$ cat src/rtl/lsu_pkg.sv
// lsu_pkg: RV32I load/store encodings, error codes and byte-lane helpers for lsu32.
package lsu_pkg;
    typedef enum logic [2:0] {
        LSU_B  = 3'b000,
        LSU_H  = 3'b001,
        LSU_W  = 3'b010,
        LSU_BU = 3'b100,
        LSU_HU = 3'b101
    } lsu_size_t;

    typedef enum logic [1:0] {
        ERR_OK       = 2'b00,
        ERR_MISALIGN = 2'b01,
        ERR_ILLEGAL  = 2'b10,
        ERR_TIMEOUT  = 2'b11
    } lsu_err_t;

    typedef enum logic [1:0] {S_IDLE, S_WAIT, S_RESP} lsu_state_t;

    function automatic logic [3:0] lsu_byte_mask(input logic [2:0] funct3, input logic [1:0] addr);
        return funct3[1:0] == 2'b00 ? 4'b0001 << addr :
               funct3[1:0] == 2'b01 ? 4'b0011 << addr : 4'b1111;
    endfunction

    function automatic logic [31:0] lsu_store_replicate(input logic [2:0] funct3, input logic [31:0] wdata);
        return funct3[1:0] == 2'b00 ? {4{wdata[7:0]}} :
               funct3[1:0] == 2'b01 ? {2{wdata[15:0]}} : wdata;
    endfunction

    function automatic logic lsu_illegal(input logic [2:0] funct3, input logic is_store);
        return funct3 == 3'b011 || funct3 == 3'b110 || funct3 == 3'b111 || (is_store && funct3[2]);
    endfunction

    function automatic logic lsu_misaligned(input logic [2:0] funct3, input logic [1:0] addr);
        return (funct3[1:0] == 2'b01 && addr[0]) || (funct3 == 3'b010 && addr != 2'b00);
    endfunction
endpackage

$ cat src/rtl/memory_io_pkg.sv
// memory_io_pkg: 32-bit data memory request/response types shared by memory clients.
package memory_io_pkg;
    localparam int MEMORY_IO_TAG_W = 4;

    typedef struct packed {
        logic                       valid;
        logic [31:0]                addr;
        logic [3:0]                 do_read;
        logic [3:0]                 do_write;
        logic [31:0]                data;
        logic [MEMORY_IO_TAG_W-1:0] user_tag;
    } memory_io_req32;

    typedef struct packed {
        logic                       valid;
        logic [31:0]                data;
        logic [MEMORY_IO_TAG_W-1:0] user_tag;
    } memory_io_rsp32;

    localparam memory_io_req32 memory_io_no_req32 = '0;

    function automatic logic is_any_byte32(input logic [3:0] mask);
        return |mask;
    endfunction
endpackage

$ cat src/rtl/lsu_load_align.sv
// lsu_load_align: shifts the addressed bytes of a load word down and sign/zero-extends them.
module lsu_load_align import lsu_pkg::*; (
    input  logic [31:0] data_i,
    input  logic [1:0]  off_i,
    input  logic [2:0]  funct3_i,
    output logic [31:0] data_o
);
    logic [31:0] sh;

    assign sh = data_i >> {off_i, 3'b000};

    always_comb begin
        data_o = funct3_i == LSU_B  ? {{24{sh[7]}}, sh[7:0]} :
                 funct3_i == LSU_H  ? {{16{sh[15]}}, sh[15:0]} :
                 funct3_i == LSU_BU ? {24'b0, sh[7:0]} :
                 funct3_i == LSU_HU ? {16'b0, sh[15:0]} : sh;
    end
endmodule

$ cat src/rtl/lsu32.sv
// lsu32: single-outstanding RV32I load/store unit in front of the 32-bit data memory.
module lsu32 import lsu_pkg::*, memory_io_pkg::*; #(
    parameter int timeout_cycles = 16
) (
    input  logic           clk,
    input  logic           reset,
    input  logic           lsu_valid,
    output logic           lsu_ready,
    input  logic           lsu_is_store,
    input  logic [2:0]     lsu_funct3,
    input  logic [31:0]    lsu_addr,
    input  logic [31:0]    lsu_wdata,
    input  logic [4:0]     lsu_rd,
    output memory_io_req32 mem_req,
    input  memory_io_rsp32 mem_rsp,
    output logic           res_valid,
    input  logic           res_ready,
    output logic [31:0]    res_data,
    output logic [4:0]     res_rd,
    output logic [1:0]     res_err
);
    localparam int CW = $clog2(timeout_cycles);

    lsu_state_t                 state_q;
    logic [2:0]                 funct3_q;
    logic [1:0]                 off_q;
    logic                       is_store_q;
    logic [MEMORY_IO_TAG_W-1:0] tag_q, itag_q;
    logic [CW-1:0]              cnt_q;
    memory_io_req32             mem_req_q, req_d;
    logic                       res_valid_q;
    logic [31:0]                res_data_q, load_d;
    logic [4:0]                 res_rd_q;
    lsu_err_t                   res_err_q;
    logic [3:0]                 mask_d;
    logic                       done_d;

    always_comb begin
        mask_d         = lsu_byte_mask(lsu_funct3, lsu_addr[1:0]);
        req_d          = memory_io_no_req32;
        req_d.valid    = 1'b1;
        req_d.addr     = lsu_addr;
        req_d.user_tag = tag_q;
        req_d.do_read  = lsu_is_store ? 4'b0 : mask_d;
        req_d.do_write = lsu_is_store ? mask_d : 4'b0;
        req_d.data     = lsu_is_store ? lsu_store_replicate(lsu_funct3, lsu_wdata) : 32'b0;
    end

    // Only the response carrying the tag we issued may complete the access.
    assign done_d = mem_rsp.valid && mem_rsp.user_tag == itag_q;

    lsu_load_align u_align (
        .data_i  (mem_rsp.data),
        .off_i   (off_q),
        .funct3_i(funct3_q),
        .data_o  (load_d)
    );

    always_ff @(posedge clk) begin
        if (reset) begin
            state_q     <= S_IDLE;
            funct3_q    <= '0;
            off_q       <= '0;
            is_store_q  <= 1'b0;
            tag_q       <= '0;
            itag_q      <= '0;
            cnt_q       <= '0;
            mem_req_q   <= memory_io_no_req32;
            res_valid_q <= 1'b0;
            res_data_q  <= '0;
            res_rd_q    <= '0;
            res_err_q   <= ERR_OK;
        end else begin
            mem_req_q <= memory_io_no_req32;
            case (state_q)
                S_IDLE: if (lsu_valid) begin
                    funct3_q   <= lsu_funct3;
                    off_q      <= lsu_addr[1:0];
                    is_store_q <= lsu_is_store;
                    res_rd_q   <= lsu_rd;
                    res_data_q <= '0;
                    if (lsu_illegal(lsu_funct3, lsu_is_store)) begin
                        res_err_q   <= ERR_ILLEGAL;
                        res_valid_q <= 1'b1;
                        state_q     <= S_RESP;
                    end else if (lsu_misaligned(lsu_funct3, lsu_addr[1:0])) begin
                        res_err_q   <= ERR_MISALIGN;
                        res_valid_q <= 1'b1;
                        state_q     <= S_RESP;
                    end else begin
                        mem_req_q <= req_d;
                        itag_q    <= tag_q;
                        tag_q     <= tag_q + 1'b1;
                        cnt_q     <= '0;
                        state_q   <= S_WAIT;
                    end
                end
                S_WAIT: if (done_d) begin
                    res_data_q  <= is_store_q ? '0 : load_d;
                    res_err_q   <= ERR_OK;
                    res_valid_q <= 1'b1;
                    state_q     <= S_RESP;
                end else if (cnt_q == CW'(timeout_cycles - 1)) begin
                    res_data_q  <= '0;
                    res_err_q   <= ERR_TIMEOUT;
                    res_valid_q <= 1'b1;
                    state_q     <= S_RESP;
                end else begin
                    cnt_q <= cnt_q + 1'b1;
                end
                S_RESP: if (res_ready) begin
                    res_valid_q <= 1'b0;
                    state_q     <= S_IDLE;
                end
                default: state_q <= S_IDLE;
            endcase
        end
    end

    assign lsu_ready = state_q == S_IDLE;
    assign mem_req   = mem_req_q;
    assign res_valid = res_valid_q;
    assign res_data  = res_data_q;
    assign res_rd    = res_rd_q;
    assign res_err   = res_err_q;
endmodule
$ cat config.mk
export PLATFORM = sky130hd
export DESIGN_NAME = lsu32
export DESIGN_NICKNAME = d
export VERILOG_FILES = /design/src/rtl/lsu_pkg.sv /design/src/rtl/memory_io_pkg.sv /design/src/rtl/lsu_load_align.sv /design/src/rtl/lsu32.sv
export SDC_FILE = /design/constraint.sdc
export NUM_CORES = 1
export LEC_CHECK = 0
export ABC_AREA = 1
export ABC_CLOCK_PERIOD_IN_PS = 2000
export CORE_MARGIN = 2
export CORE_UTILIZATION = 44
export CTS_CLUSTER_SIZE = 30
export DETAILED_ROUTE_END_ITERATION = 10
export GPL_TIMING_DRIVEN = 0
export PLACE_DENSITY = 0.81
export SLEW_MARGIN = 20
export SYNTH_ARGS = -nofsm -noshare
export SYNTH_HDL_FRONTEND = slang
export SYNTH_SLANG_ARGS = --single-unit
$ cat constraint.sdc
create_clock -name clk -period 2 [get_ports clk]
set_clock_uncertainty 0.15 [all_clocks]
set_input_delay 0.2 -clock clk [delete_from_list [all_inputs] [get_ports clk]]
set_output_delay 0.2 -clock clk [all_outputs]
set_load 0.01 [all_outputs]
* Yosys cells after proc, flatten, opt, wreduce, memory -nomap -nowiden
Index checks and enable logic that the tools add are counted.
** Storage, ports and cells
- Bits in registers :: 137
- Input bits :: 114
- Output and inout bits :: 118
- Logic and storage cells :: 115
** Operators by class
- Add/sub/neg operators :: 2
- Equality and inequality tests :: 20
- Shift-type cells :: 3
- Mux-type cells :: 43
- Bitwise logic cells :: 5
- Reductions and logical operators :: 25
** Operators with widths (count)
- $mux W32 :: 11
- $mux W77 :: 1
- $pmux W32 S2 :: 1
- $mux W4 :: 9
- $shr A32 B5 Y32 :: 1
- $mux W2 :: 11
- $eq A3 B3 Y1 const B :: 4
- $ne A2 B2 Y1 const B :: 6
- $reduce_or A6 Y1 :: 2
- $add A4 B1 Y4 const B :: 2
- $pmux W4 S2 :: 1
- $reduce_and A4 Y1 :: 2
- $eq A3 B2 Y1 const B :: 2
- $mux W1 :: 6
- $pmux W2 S3 :: 1
- $reduce_and A3 Y1 :: 2
- $reduce_and A6 Y1 :: 1
- $not A1 Y1 :: 5
- $reduce_and A5 Y1 :: 1
- $reduce_or A5 Y1 :: 1
- $eq A2 B1 Y1 const B :: 2
- $eq A4 B4 Y1 :: 1
- $eq A4 B4 Y1 const B :: 1
- $logic_and A1 B1 Y1 :: 4
- 15 further kinds :: 20

* Logic depth before layout (Yosys ltp)
- Depth in word-level cells :: 8
- Mapped depth :: 12
- Depth with buffers taken out :: 12

* By module
A second synthesis with hierarchy kept.
** Second synthesis, totals
- Cells, all modules :: 792
- Area total of the unflattened synthesis :: 5871.9 µm²
** Modules (own cells, without submodules)
- lsu32 :: instances 1, cells each 585, area each 4818.4 µm², seq. area each 2742.6 µm²
- lsu_load_align :: instances 1, cells each 207, area each 1053.5 µm², seq. area each 0.0 µm²

* Worst setup path before layout
Ideal clock, no wire load.
- Path type :: reg2reg
- Start :: register off_q[1]
- End :: register res_data_q[13] (netlist: res_data[13])
- Library setup time :: 142 ps
- Data arrival time :: 1311 ps
- Required time :: 1708 ps
- Path slack :: 397 ps
- Cell stages (with the launch flop) :: 9
- Path buffers :: 2
- Period minus slack after synthesis :: 1603 ps
- Cells stage by stage :: dfxtp_1 buf_2 inv_2 or2_1 nand2_1 nand3_2 buf_2 nand3_2 a21oi_2
** Between the ends
- Word-level cells in the longest chain between the ends :: 8
** RTL lines
- from (decl) :: line lsu32.sv:26 : logic [1:0] off_q;
- from (signal assigned) :: line lsu32.sv:78 : off_q <= lsu_addr[1:0];
- $shr A32 B5 Y32 * :: line lsu_load_align.sv:10 : assign sh = data_i >> {off_i, 3'b000};
- $mux W32 :: line lsu_load_align.sv:16 : funct3_i == LSU_HU ? {16'b0, sh[15:0]} : sh;
- $mux W32 :: line lsu_load_align.sv:15 : funct3_i == LSU_BU ? {24'b0, sh[7:0]} :
- $mux W32 :: line lsu_load_align.sv:14 : funct3_i == LSU_H ? {{16{sh[15]}}, sh[15:0]} :
- $mux W32 * :: line lsu_load_align.sv:13 : data_o = funct3_i == LSU_B ? {{24{sh[7]}}, sh[7:0]} :
- $mux W32 * :: line lsu32.sv:99 : res_data_q <= is_store_q ? '0 : load_d;
- $mux W32 * :: line lsu32.sv:98 : S_WAIT: if (done_d) begin
- $pmux W32 S2 * :: line lsu32.sv:75 : case (state_q)
- to (signal assigned) :: line lsu32.sv:99
- to (decl) :: line lsu32.sv:32 : logic [31:0] res_data_q, load_d;
Mark *: on every way between the ends. The rest lies on a longest branch, timed or not.
A chain may end at the register's enable or synchronous reset.

* Final worst setup path
- Start :: register state_q[1]
- End :: output port lsu_ready
** Between the ends
- Word-level cells in the longest chain between the ends :: 1
** RTL lines
- from (decl) :: line lsu32.sv:24 : lsu_state_t state_q;
- from (signal assigned) :: line lsu32.sv:61 : state_q <= S_IDLE;
- from (signal assigned) :: line lsu32.sv:85 : state_q <= S_RESP;
- from (signal assigned) :: line lsu32.sv:89 : state_q <= S_RESP;
- $logic_not A2 Y1 :: line lsu32.sv:120 : assign lsu_ready = state_q == S_IDLE;
- to (decl) :: line lsu32.sv:8 : output logic lsu_ready,
Every way passes these cells.

==> results.sh <==
export IMPL_max_vdd_ir_drop_mv=0.594
export IMPL_postSynthAreaPerCell_um2=7.49
export IMPL_start_util=0.448
export IMPL_clock_fmax_ghz=0.524
export IMPL_final_cells=1227
export IMPL_cp_required_ps=1650
export IMPL_hold_viol=0
export IMPL_antenna_diode_count=0
export IMPL_slowest_stage="clkdlybuf4s50_1"
export IMPL_num_rows=42
export IMPL_outcome="complete, no violations"
export IMPL_setup_viol=0
export IMPL_postRouteAntennaNets=0
export IMPL_clkSinkCount=137
export IMPL_power_uw=7370
export IMPL_dp_cells=1191
export IMPL_grt_overflow=0
export IMPL_vias_per_cell=4.90
export IMPL_p_leak_uw=0.00378
export IMPL_wl_per_cell_um=14.7
export IMPL_dp_hpwl_mm=13.9
export IMPL_timing_hold_ws_ps=156
export IMPL_crit_fanout=6
export IMPL_fin_setup_tns_ps=0
export IMPL_layout_commonest_cell="clkdlybuf4s50_1"
export IMPL_syn_to_final_growth_pct=53.5
export IMPL_syn_area_um2=5880
export IMPL_slew_headroom=0.502
export IMPL_dieArea_um2=14300
export IMPL_num_vias=6009
export IMPL_hp_class="input port to flop"
export IMPL_dr_pass1_iters=5
export IMPL_finalWirelength_mm=18.0
export IMPL_slew_viol_final=0
export IMPL_endpoint_kind="primary output"
export IMPL_fin_crit_sh=0.955
export IMPL_grt_pass1_vias=5929
export IMPL_worst_setup_path_type="flop to primary output"
export IMPL_fin_crit_ps=1910
export IMPL_clkLatencyLatePin_ps=410
export IMPL_holdCritStartpoint="lsu_addr[16]"
export IMPL_clkTransAtPathRegs_ps=60
export IMPL_layout_common_cells="clkdlybuf4s50_1 (228), nand2_1 (196), dfxtp_1 (137)"
export IMPL_drive_above_1_share=0.113
export IMPL_ys_warn_count=0
export IMPL_synth_nets=905
export IMPL_worst_pin_slew_ps=748
export IMPL_cts_made_buffers=17
export IMPL_layout_nets=1158
export IMPL_drc=0
export IMPL_core_area_um2=13100
export IMPL_arrival_ps=1560
export IMPL_seq_area_frac_synth=0.466
export IMPL_worst_setup_path_start_kind="flop"
export IMPL_die_w_um=120
export IMPL_rr_startpoint="off_q[1]"
export IMPL_htreeDepth=4
export IMPL_drv_cap=0
export IMPL_first_iter_violations=427
export IMPL_ios=232
export IMPL_cts_buffer_depth=2
export IMPL_die_h_um=120
export IMPL_timing_critical_path_from="state_q[1]"
export IMPL_track_usage=0.255
export IMPL_grt_max_degree=17
export IMPL_ys_ff_latch=137
export IMPL_portBuffers=230
export IMPL_gp_congestion=0.940
export IMPL_grt_pass1_wl_mm=28.8
export IMPL_antenna_found_initial=0
export IMPL_yosysUniqueCellTypes=36
export IMPL_slowest_delay_ps=570
export IMPL_synthCells=785
export IMPL_cp_cell_sequence="nor2_4 -> clkdlybuf4s50_1"
export IMPL_cts_root_buf="clkbuf_16"
export IMPL_cts_tree="done"
export IMPL_p_per_area_nw_per_um2=817
-- area by class of cell --
cell class	instances	area (um^2)
fillers	1081	4110
flip-flops and latches	137	2740
multi-input cells	530	2620
repair buffers	234	2330
clock buffers	18	429
inverters	80	303
plain buffers	38	231
well taps	176	220
clock inverters	14	149
-- flip-flops by register name, summed over array words and instances (netlist names) --
register / count
itag_q: 4
res_data: 32
res_err: 2
res_rd: 5
funct3_q: 3
state_q: 2
mem_req: 77
tag_q: 4
res_valid: 1
cnt_q: 4
is_store_q: 1
off_q: 2
-- kinds of logic (layout without fill, tap and decap cells) --
group,Yosys count,count (layout),synth area share
simple gates,400,400,0.305
buf+inv,118,384,0.0894
flops,137,137,0.466
xor+xnor,3,3,0.00447
compound gates,121,121,0.122
fa+ha+maj,6,6,0.0128
-- metrics by stage --
step / worst slack [ps] / cell area, um^2 / utilization
final: 90.4 / 9030 / 0.687
after global routing: -4.36 / 9030 / 0.687
after CTS: 16.7 / 8990 / 0.684
after detailed placement: -478 / 8400 / 0.640
after global placement: -442 / 8400 / 0.640
after floorplan: 397 / 5880 / -
-- what timing repair did --
action	in CTS	in global routing
endpoints found under the hold margin	2	0
hold buffers	1	0
pin swaps	0	1
endpoints found under the setup margin	3	81
gates resized for setup	3	8
buffers inserted	0	3
-- Yosys cell counts --
library cell    n  area share
a21oi_1        53       0.045
a21oi_2        19       0.028
a221oi_1        6      0.0089
buf_1           3      0.0019
buf_2          13       0.011
buf_4           7      0.0089
buf_6           2      0.0038
buf_8           2      0.0051
clkbuf_1       11      0.0070
clkinv_1        2      0.0013
dfxtp_1       137        0.47
ha_1            6       0.013
inv_1          71       0.045
inv_2           6      0.0038
inv_4           1      0.0011
nand2_1       196        0.13
nand2_2         3      0.0032
nand2_4         2      0.0038
nand3_1        41       0.035
nand3_2        19       0.032
nand3b_1        2      0.0026
nand4_1         2      0.0021
nand4_4         1      0.0036
nor2_1        123       0.079
nor2_2          1      0.0011
nor2_4          4      0.0077
nor2_8          2      0.0068
nor3_1          3      0.0026
o211ai_1        2      0.0026
o21ai_0        33       0.028
o21ai_1         1     0.00085
o21ai_2         1      0.0015
o22ai_1         6      0.0064
or2_1           1      0.0011
xnor2_1         1      0.0015
xor2_1          2      0.0030
-- routing by layer --
layer | up-vias | part of all wire | GRT usage | wire, um
li1 | 2990 | - | - | -
met1 | 2706 | 0.39 | 0.282 | 6960
met2 | 276 | 0.48 | 0.433 | 8670
met3 | 37 | 0.10 | 0.104 | 1830
met4 | 0 | 0.031 | 0.111 | 565
met5 | - | 0 | 0 | 0
-- worst max-delay path: cells and delay by family, from the launching register on --
kind	cells	cell delay, ps
flip-flops	1	380
buffers and inverters	1	570
AND/OR/NAND/NOR	1	190
-- power breakdown --
| group | switching, uW | internal [uW] | total (uW) |
|---|---|---|---|
| Sequential | 47.9 | 2820 | 2870 |
| Combinational | 851 | 607 | 1460 |
| Clock | 1210 | 1840 | 3040 |
-- worst paths after layout --
kind / endpoint / slack, ps / cells past startpoint
setup reg to reg: res_data[13] / 140 / 8
hold / removal: mem_req[60] / 160 / 3
hold reg to reg: res_data[4] / 310 / 2
setup / recovery: lsu_ready / 90 / 2
(Power assumes the default switching activity.)
